**config.mk**
```make
export PLATFORM = sky130hd
export DESIGN_NAME = funct_generator_mc
export DESIGN_NICKNAME = d
export VERILOG_FILES = /design/src/rtl/fifo_defines_pkg.sv /design/src/rtl/funct_generator_lut.sv /design/src/rtl/funct_generator_mc.sv
export SDC_FILE = /design/constraint.sdc
export NUM_CORES = 1
export LEC_CHECK = 0
export ABC_CLOCK_PERIOD_IN_PS = 5500
export CAP_MARGIN = 25
export CORE_MARGIN = 1
export CORE_UTILIZATION = 40
export DETAILED_ROUTE_END_ITERATION = 16
export PLACE_DENSITY = 0.67
export RECOVER_POWER = 100
export SLEW_MARGIN = 40
export SYNTH_ARGS = -nofsm -noshare
export SYNTH_HDL_FRONTEND = slang
export SYNTH_SLANG_ARGS = --single-unit
```
**constraint.sdc**
```tcl
create_clock -name clk -period 5.5 [get_ports clk]
set_input_delay 1.1 -clock clk [delete_from_list [all_inputs] [get_ports clk]]
set_output_delay 1.1 -clock clk [all_outputs]
set_load 0.02 [all_outputs]
```
**src/rtl/fifo_defines_pkg.sv**
```systemverilog
// fifo_defines_pkg: shared widths, FSM states and waveform selects for the function generator
package fifo_defines_pkg;
  localparam int DATA_WIDTH = 16;
  localparam int INT_BITS = 8;
  localparam int LUT_ADDR = 6;
  localparam int PHASE_WIDTH = 16;
  localparam int DATA_WIDTH_OUT = DATA_WIDTH + INT_BITS;
  typedef enum logic [1:0] {IDLE, CONFI, GEN} gen_state_t;
  typedef enum logic [1:0] {SIN, COS, TRI, SQU} wave_sel_t;
endpackage

```
**src/rtl/funct_generator_lut.sv**
```systemverilog
// funct_generator_lut: synchronous-read sine ROM built from a quarter-wave table and its symmetry
module funct_generator_lut #(
  parameter int DATA_WIDTH = fifo_defines_pkg::DATA_WIDTH,
  parameter int LUT_ADDR = fifo_defines_pkg::LUT_ADDR
) (
  input  logic                         clk,
  input  logic                         en,
  input  logic [LUT_ADDR-1:0]          addr,
  output logic signed [DATA_WIDTH-1:0] q
);
  localparam int QA = LUT_ADDR - 2;
  localparam logic [15:0] QW [17] = '{16'd0, 16'd3212, 16'd6393, 16'd9512, 16'd12539, 16'd15446,
    16'd18204, 16'd20787, 16'd23170, 16'd25329, 16'd27245, 16'd28898, 16'd30273, 16'd31356,
    16'd32137, 16'd32609, 16'd32767};
  logic [QA:0] qi;
  logic [15:0] m;
  always_comb begin
    qi = addr[QA] ? (QA+1)'(2 ** QA) - {1'b0, addr[QA-1:0]} : {1'b0, addr[QA-1:0]};
    m = QW[qi];
  end
  always_ff @(posedge clk)
    if (en) q <= addr[LUT_ADDR-1] ? DATA_WIDTH'(-m) : DATA_WIDTH'(m);
endmodule

```
**src/rtl/funct_generator_mc.sv**
```systemverilog
// funct_generator_mc: round-robin multi-channel waveform generator with amplitude scaling and FIFO backpressure
module funct_generator_mc #(
  parameter int N_CH = 2,
  parameter int DATA_WIDTH = fifo_defines_pkg::DATA_WIDTH,
  parameter int INT_BITS = fifo_defines_pkg::INT_BITS,
  parameter int LUT_ADDR = fifo_defines_pkg::LUT_ADDR,
  parameter int PHASE_WIDTH = 16
) (
  input  logic                                  clk,
  input  logic                                  rst,
  input  logic                                  en_low_i,
  input  logic                                  enh_conf_i,
  input  logic                                  cfg_we_i,
  input  logic [$clog2(N_CH)-1:0]               cfg_ch_i,
  input  logic signed [INT_BITS-1:0]            cfg_amp_i,
  input  logic [1:0]                            cfg_sel_i,
  input  logic [PHASE_WIDTH-1:0]                cfg_step_i,
  input  logic                                  full_i,
  output logic                                  wr_en_o,
  output logic signed [DATA_WIDTH+INT_BITS-1:0] data_o,
  output logic [$clog2(N_CH)-1:0]               ch_o,
  output logic [1:0]                            state_o
);
  import fifo_defines_pkg::*;
  localparam int CW = $clog2(N_CH);
  localparam int DO = DATA_WIDTH + INT_BITS;
  localparam logic [DATA_WIDTH-1:0] MAXP = {1'b0, {(DATA_WIDTH-1){1'b1}}};
  localparam logic [DATA_WIDTH-1:0] MINV = {1'b1, {(DATA_WIDTH-1){1'b0}}};
  gen_state_t state, nxt;
  logic signed [INT_BITS-1:0] amp [N_CH];
  wave_sel_t sel [N_CH];
  logic [PHASE_WIDTH-1:0] step [N_CH];
  logic [PHASE_WIDTH-1:0] phase [N_CH];
  logic [CW-1:0] ptr, s1_ch, s2_ch;
  logic s1_valid, s2_valid, adv, run;
  wave_sel_t s1_sel;
  logic signed [INT_BITS-1:0] s1_amp;
  logic signed [DATA_WIDTH-1:0] s1_alt, lut_q, wave, tw, sw;
  logic signed [DO-1:0] s2_data;
  logic [DATA_WIDTH-1:0] u;
  logic [LUT_ADDR-1:0] a, lut_addr;
  assign adv = !full_i;
  assign run = state == GEN && nxt == GEN;
  assign wr_en_o = s2_valid & adv;
  assign data_o = s2_data;
  assign ch_o = s2_ch;
  assign state_o = state;
  always_comb begin
    nxt = IDLE;
    case (state)
      IDLE:    nxt = enh_conf_i ? CONFI : (en_low_i ? IDLE : GEN);
      CONFI:   nxt = enh_conf_i ? CONFI : IDLE;
      GEN:     nxt = (enh_conf_i || en_low_i) ? IDLE : GEN;
      default: nxt = IDLE;
    endcase
  end
  // triangle/square are computed at issue; sin/cos come from the ROM one cycle later
  always_comb begin
    u = phase[ptr][PHASE_WIDTH-1 -: DATA_WIDTH];
    a = phase[ptr][PHASE_WIDTH-1 -: LUT_ADDR];
    tw = u[DATA_WIDTH-1] ? MAXP - {u[DATA_WIDTH-2:0], 1'b0} : {u[DATA_WIDTH-2:0], 1'b0} - MINV;
    sw = u[DATA_WIDTH-1] ? MINV + DATA_WIDTH'(1) : MAXP;
    lut_addr = sel[ptr] == COS ? a + LUT_ADDR'(2 ** (LUT_ADDR - 2)) : a;
    wave = (s1_sel == SIN || s1_sel == COS) ? lut_q : s1_alt;
  end
  funct_generator_lut #(.DATA_WIDTH(DATA_WIDTH), .LUT_ADDR(LUT_ADDR)) u_lut (
    .clk(clk), .en(adv && run), .addr(lut_addr), .q(lut_q)
  );
  always_ff @(posedge clk)
    if (rst) begin
      state <= IDLE;
      for (int i = 0; i < N_CH; i++) begin
        amp[i] <= '0;
        sel[i] <= SIN;
        step[i] <= '0;
      end
    end else begin
      state <= nxt;
      if (state == CONFI && cfg_we_i && int'(cfg_ch_i) < N_CH) begin
        amp[cfg_ch_i] <= cfg_amp_i;
        sel[cfg_ch_i] <= wave_sel_t'(cfg_sel_i);
        step[cfg_ch_i] <= cfg_step_i;
      end
    end
  always_ff @(posedge clk)
    if (rst || !run) begin
      ptr <= '0;
      for (int i = 0; i < N_CH; i++) phase[i] <= '0;
    end else if (adv) begin
      phase[ptr] <= phase[ptr] + step[ptr];
      ptr <= ptr == CW'(N_CH - 1) ? '0 : ptr + CW'(1);
    end
  always_ff @(posedge clk)
    if (rst || nxt != GEN) begin
      s1_valid <= 1'b0;
      s2_valid <= 1'b0;
    end else if (adv) begin
      s1_valid <= state == GEN;
      s2_valid <= s1_valid;
    end
  always_ff @(posedge clk)
    if (rst) begin
      s1_ch <= '0;
      s1_sel <= SIN;
      s1_amp <= '0;
      s1_alt <= '0;
      s2_ch <= '0;
      s2_data <= '0;
    end else if (adv) begin
      if (run) begin
        s1_ch <= ptr;
        s1_sel <= sel[ptr];
        s1_amp <= amp[ptr];
        s1_alt <= sel[ptr] == TRI ? tw : sw;
      end
      if (s1_valid) begin
        s2_ch <= s1_ch;
        s2_data <= DO'(wave) * DO'(s1_amp);
      end
    end
endmodule

```
; Word level (Yosys, flattened, before mapping)
; Memory sizes are Yosys's and may differ from the RTL's. A register that Yosys moved wholly into a read port is not among the register bits.
; Cells that the tools add are included.
[totals]
ff_bits = 65
ramBits = 84
romBits = 512
in_bits = 33
word_cells = 94
n_memories = 5
[classes]
n_addsub = 7
n_mul = 1
n_lt_le_gt_ge = 1
n_eq_ne = 7
muxes = 43
bitwise_logic = 3
n_reduce_logical = 17
[memory_table]
columns = memory, depth, word_bits, read_ports, rd_ports_with_merged_regs, write_ports, line
row1 = (no name shown), 32, 16, 1, 0, 0, funct_generator_lut.sv:19  ; m = QW[qi];
row2 = phase, 2, 16, 1, 1, 2, funct_generator_mc.sv:33  ; logic [PHASE_WIDTH-1:0] phase [N_CH];
row3 = step, 2, 16, 1, 1, 2, funct_generator_mc.sv:32  ; logic [PHASE_WIDTH-1:0] step [N_CH];
row4 = amp, 2, 8, 1, 1, 2, funct_generator_mc.sv:30  ; logic signed [INT_BITS-1:0] amp [N_CH];
row5 = sel, 2, 2, 1, 1, 2, funct_generator_mc.sv:31  ; wave_sel_t sel [N_CH];
[ops]
columns = operator, count
row1 = 16-bit 2-to-1 mux, 9
row2 = 16-bit OR reduction, 2
row3 = 1-bit 2-to-1 mux, 26
row4 = 16-bit by 8-bit multiplier with 24-bit output, 1
row5 = 16-bit adder, 1
row6 = 16-bit negator, 1
row7 = 15-bit by 16-bit subtractor with 16-bit output (first input constant), 1
row8 = 16-bit subtractor (second input constant), 1
row9 = 2-bit 2-to-1 mux, 4
row10 = 8-bit 2-to-1 mux, 1
row11 = 8-bit OR reduction, 1
row12 = 6-bit by 5-bit adder with 6-bit output (second input constant), 1
row13 = 2-bit by 1-bit == test with 1-bit output (second input constant), 3
row14 = 2-bit == test (second input constant), 3
row15 = 6-bit greater-or-equal comparator (second input constant), 1
row16 = 6-bit 2-to-1 mux, 1
row17 = 5-bit NOT with 6-bit output, 1
row18 = 2-bit one-hot mux with 3 select lines, 1
row19 = 5-bit 2-to-1 mux, 1
row20 = 5-bit by 4-bit subtractor with 5-bit output (first input constant), 1
row21 = 2-bit zero test, 2
row22 = 1-bit logical OR, 4
row23 = 2-bit AND reduction, 2
row24 = 1-bit logical AND, 3
row25 = other kinds (6), 7

; Depth between registers and ports, before layout
[logic_depth]
ltp_word = 11
ltp_mapped = 23
depth_no_buf = 21

; By module
; Synthesis repeated with hierarchy kept, for this count alone.
[hier_totals]
hier_cells = 1327
hier_area_um2 = 13032.5
[by_module_without_submodules]
columns = module, instances, cells_each, area_per_inst_um2
row1 = funct_generator_mc, 1, 1135, 11288.3
row2 = funct_generator_lut, 1, 192, 1744.2

; Least setup slack after synthesis
; No wires, ideal clock.
[synth_path]
kind = reg2reg
startpoint = register s1_sel[1], read port of sel
endpoint = register s2_data[22] (netlist: data_o[22])
setup_time_ns = 0.106
arrival_time_ns = 5.638
required_time_ns = 5.394
setup_slack_ns = -0.244
path_stages_with_launch = 21
cell_sequence = dfxtp_1 clkbuf_1 clkbuf_1 mux2i_1 nand2b_1 fa_1 fa_1 inv_1 fa_1 inv_1 fa_1 inv_1 ha_1 o21ai_0 a21boi_0 o21ai_0 a211oi_1 o21ai_0 o21ai_0 a21oi_1 o311ai_0
[synth_between]
elab_chain_len = 4
word_cells_on_any_way = 5
cone_classes = mul (1) / eq/ne (1) / mux (1) / reduce/logical (2)
[synth_rtl]
columns = element, line
row1 = from (decl), funct_generator_mc.sv:36  ; wave_sel_t s1_sel;
row2 = 2-bit by 1-bit == test with 1-bit output or 2-bit zero test (tied branches), funct_generator_mc.sv:64  ; wave = (s1_sel == SIN || s1_sel == COS) ? lut_q : s1_alt;
row3 = 1-bit logical OR *, funct_generator_mc.sv:64
row4 = 16-bit 2-to-1 mux *, funct_generator_mc.sv:64
row5 = 16-bit by 8-bit multiplier with 24-bit output *, funct_generator_mc.sv:118  ; s2_data <= DO'(wave) * DO'(s1_amp);
row6 = to (signal assigned), funct_generator_mc.sv:118
row7 = to (decl), funct_generator_mc.sv:39  ; logic signed [DO-1:0] s2_data;
; Every way passes the cells marked *; elsewhere a longest branch is shown, timed or not.
; A chain may end at the register's enable or synchronous reset.

; Final worst setup path
[layout_path]
startpoint = register s1_sel[1], read port of sel
endpoint = register s2_data[23] (netlist: data_o[23])
; Same word-level chain as after synthesis.

==> impl_metrics.json <==
{
  "first_pass_iters": 10,
  "grt_pass1_wl_um": 44600,
  "netlist_instances": 1270,
  "globalplace.congestion": 0.870,
  "stdcell_count": 1750,
  "overflow": 0,
  "power_mw": 2.69,
  "slowest_delay_ns": 0.54,
  "synth_top_family_by_area": "adder cells",
  "path_buf_inv": 4,
  "ys_ff_latch": 157,
  "period_needed_ns": 5.20,
  "p_seq_share_pct": 47.5,
  "fp.dieH_um": 180,
  "synth_flop_cell": "edfxtp_1",
  "worstPathMaxFanout": 9,
  "postRouteAntennaNets": 0,
  "yosysMostFrequentCell": "inv_1",
  "tritoncts": "yes",
  "track_usage_pct": 16.8,
  "rsz0062_at_grt": "true",
  "min_path_type": "flip-flop to flip-flop",
  "failed_checks": "design-rule violations, max-capacitance violations, max-slew violations",
  "nets": 1543,
  "dr.first_iter.drc_count": 414,
  "synthTopCellsByArea": "edfxtp_1 24%, fa_1 16%, dfxtp_1 9.0%",
  "async_flop_share_pct": 0,
  "layout-drive-gt1-share_pct": 10.3,
  "clk_path_buf_depth": 2,
  "ys_types": 79,
  "vdd.ir_drop.worst_uv": 235,
  "postCtsHoldBufs": 0,
  "leakage_nw": 6.12,
  "internal_power_mw": 2.03,
  "synth-simple-area-share_pct": 17.7,
  "dpl.hpwl_um": 20000,
  "grt_max_degree": 51,
  "crit_type": "flip-flop to flip-flop",
  "wire_per_inst_um": 14.8,
  "vias": 8673,
  "clock_sinks": 157,
  "htreeDepth": 4,
  "crit_path_end_kind": "flip-flop",
  "max_slew_margin_pct": -29.7,
  "synthAdderAreaFrac_pct": 22.9,
  "yosys-mux-area-fraction_pct": 5.88,
  "yosysWarningCount": 0,
  "comb_power_share_pct": 6.7,
  "post_cts_resized": 0,
  "cts_setup_buffers": 0,
  "arrival_ns": 5.55,
  "yosys.area.top_type": "edfxtp_1",
  "synth_nets": 1472,
  "period_share_pct": 94.5,
  "crit_family": "adder cells",
  "syn-cell-area_um2": 12700,
  "drc_errors": 2,
  "synthTopCellsByCount": "158 x inv_1, 104 x fa_1, 103 x nor2_1",
  "wl_um": 26000,
  "synth-edff-count": 100,
  "crit_slowest_cell": "fa_1",
  "pwr-share-clk_pct": 45.8,
  "antenna_found_initial": 0,
  "synth_compound_area_share_pct": 9.12,
  "setup_viol": 0,
  "die_w_um": 180,
  "io_buffer_count": 60,
  "power_switching_uw": 658,
  "critPathLaunchType": "flip-flop",
  "register_area_um2": 4150,
  "area_growth_pct": 14.4,
  "synthXorXnorAreaFrac_pct": 5.33,
  "required_ns": 5.86,
  "grt_pass1_vias": 9083,
  "place_inst": 1718,
  "outcome": "complete, but fails checks",
  "numCtsBuffers": 17,
  "clk_latency_ns": 0.43,
  "cts-root-buf": "clkbuf_16",
  "setup_tns_ns": 0,
  "fmax_ghz": 0.192,
  "p_sw_share_pct": 24.5,
  "cellPowerDensity_nw_per_um2": 186,
  "fillers": 2842,
  "synth_top_cell_area_share_pct": 23.7,
  "max_cap_violations": 3,
  "clock_skew_ns": 0.0136,
  "yosysSeqAreaShare_pct": 32.7,
  "multiInputGateArea_um2": 7770,
  "slew_viol_final": 97,
  "crit_path_cell_trace": "buf_4 -> buf_4 -> mux2_2 -> and2_1 -> inv_1 -> fa_1 -> fa_1 -> fa_1 -> fa_1 -> inv_1 -> ha_1 -> a21o_1 -> a21oi_2 -> nor4b_2 -> o21ai_0 -> a31oi_1 -> xnor2_1 -> a211oi_1",
  "diodes": 0,
  "tightest_slew_ns": 1.95,
  "row_count": 64,
  "dieArea_um2": 32400,
  "avgViaCountPerCell": 4.96,
  "clk_pin_slew_worst_paths_ns": 0.08,
  "io_pins": 61,
  "syn_avg_cell_area_um2": 9.97,
  "design.core.area_um2": 30800,
  "cp_common_cell": "fa_1",
  "start_util_pct": 41.1,
  "hold_viol": 0
}
## sequential cells by signal, summed over array words and instances, names as in the netlist, 2 cells and up, named ones only
| name | cells |
|---|---|
| state_o | 2 |
| s1_amp | 8 |
| u_lut.q | 16 |
| data_o | 24 |
| amp | 16 |
| s1_alt | 16 |
| step | 32 |
| phase | 32 |
| sel | 4 |
## logic make-up (layout without fill, tap and decap cells)
group	count (synthesis)	in the layout
compound gates	168	168
xor+xnor	71	71
fa+ha+maj	169	169
buf+inv	209	293
flops	157	157
mux	66	66
simple gates	430	430
## power by group through the flow
stage | combinational [mW] | sequential (mW) | clock, mW
finish | 0.180 | 1.28 | 1.23
global route | 0.201 | 1.28 | 1.31
CTS | 0.182 | 1.28 | 1.25
detailed placement | 0.182 | 1.30 | 0
global placement | 0.179 | 1.30 | 0
floorplan | 0.121 | 1.30 | 0
## area by class of cell
cell class / instances / share of cell area [%]
well taps: 396 / 3.42
flip-flops and latches: 157 / 28.6
inverters: 160 / 4.15
repair buffers: 101 / 6.11
clock buffers: 19 / 2.99
multi-input cells: 904 / 53.7
clock inverters: 13 / 1.06
## metrics by stage
stage | area, um^2 | utilization (%) | setup slack (ns) | hold WS, ns
after floorplan | 12700 | - | 0.0153 | 0.431
after global placement | 13900 | 45.0 | 0.241 | 0.442
after detailed placement | 13900 | 45.0 | 0.103 | 0.445
after CTS | 14500 | 46.9 | 0.0756 | 0.455
after global routing | 14500 | 47.0 | -0.00923 | 0.474
final | 14500 | 47.0 | 0.302 | 0.450
## layout by cell type, fill, tap and decap left out, types with 5 or more instances in the layout
cell type / instances
a211oi_1: 31
a21o_1: 7
a21oi_1: 51
a31oi_1: 9
and2_0: 25
and2_1: 52
buf_4: 36
clkbuf_1: 7
clkbuf_16: 17
clkdlybuf4s50_1: 29
dfxtp_1: 56
dlygate4sd3_1: 30
edfxtp_1: 100
fa_1: 104
ha_1: 65
inv_1: 158
mux2_2: 27
mux2i_1: 28
mux2i_2: 5
mux2i_4: 5
nand2_1: 80
nand2b_1: 30
nand3_1: 13
nor2_1: 102
nor2b_1: 84
nor3_1: 17
o21ai_0: 19
o21ai_1: 6
o21bai_1: 5
xnor2_1: 31
xor2_1: 35
## metal layers
metal  wire, um  vias to the layer above  track usage (%)
met5          0                        -                0
met4        240                        0             3.76
li1           -                     4332                -
met1      12600                     4191             22.3
met3        814                       15             2.71
met2      12300                      135             28.6
## worst reg2reg max path: stages, from the launching register on
cell	delay, ns
dfxtp_1	0.34
buf_4	0.20
buf_4	0.21
mux2_2	0.43
and2_1	0.20
inv_1	0.08
fa_1	0.53
fa_1	0.50
fa_1	0.52
fa_1	0.54
inv_1	0.04
ha_1	0.30
a21o_1	0.22
a21oi_2	0.20
nor4b_2	0.20
o21ai_0	0.12
a31oi_1	0.21
xnor2_1	0.08
a211oi_1	0.21
## worst paths after layout
check	startpoint	to	slack, ns	cells past startpoint
min reg2reg	data_o[18]	data_o[18]	0.45	2
min	data_o[18]	data_o[18]	0.45	2
max	s1_sel[1]	data_o[23]	0.30	18
max reg2reg	s1_sel[1]	data_o[23]	0.30	18
(Power assumes the default switching activity.)
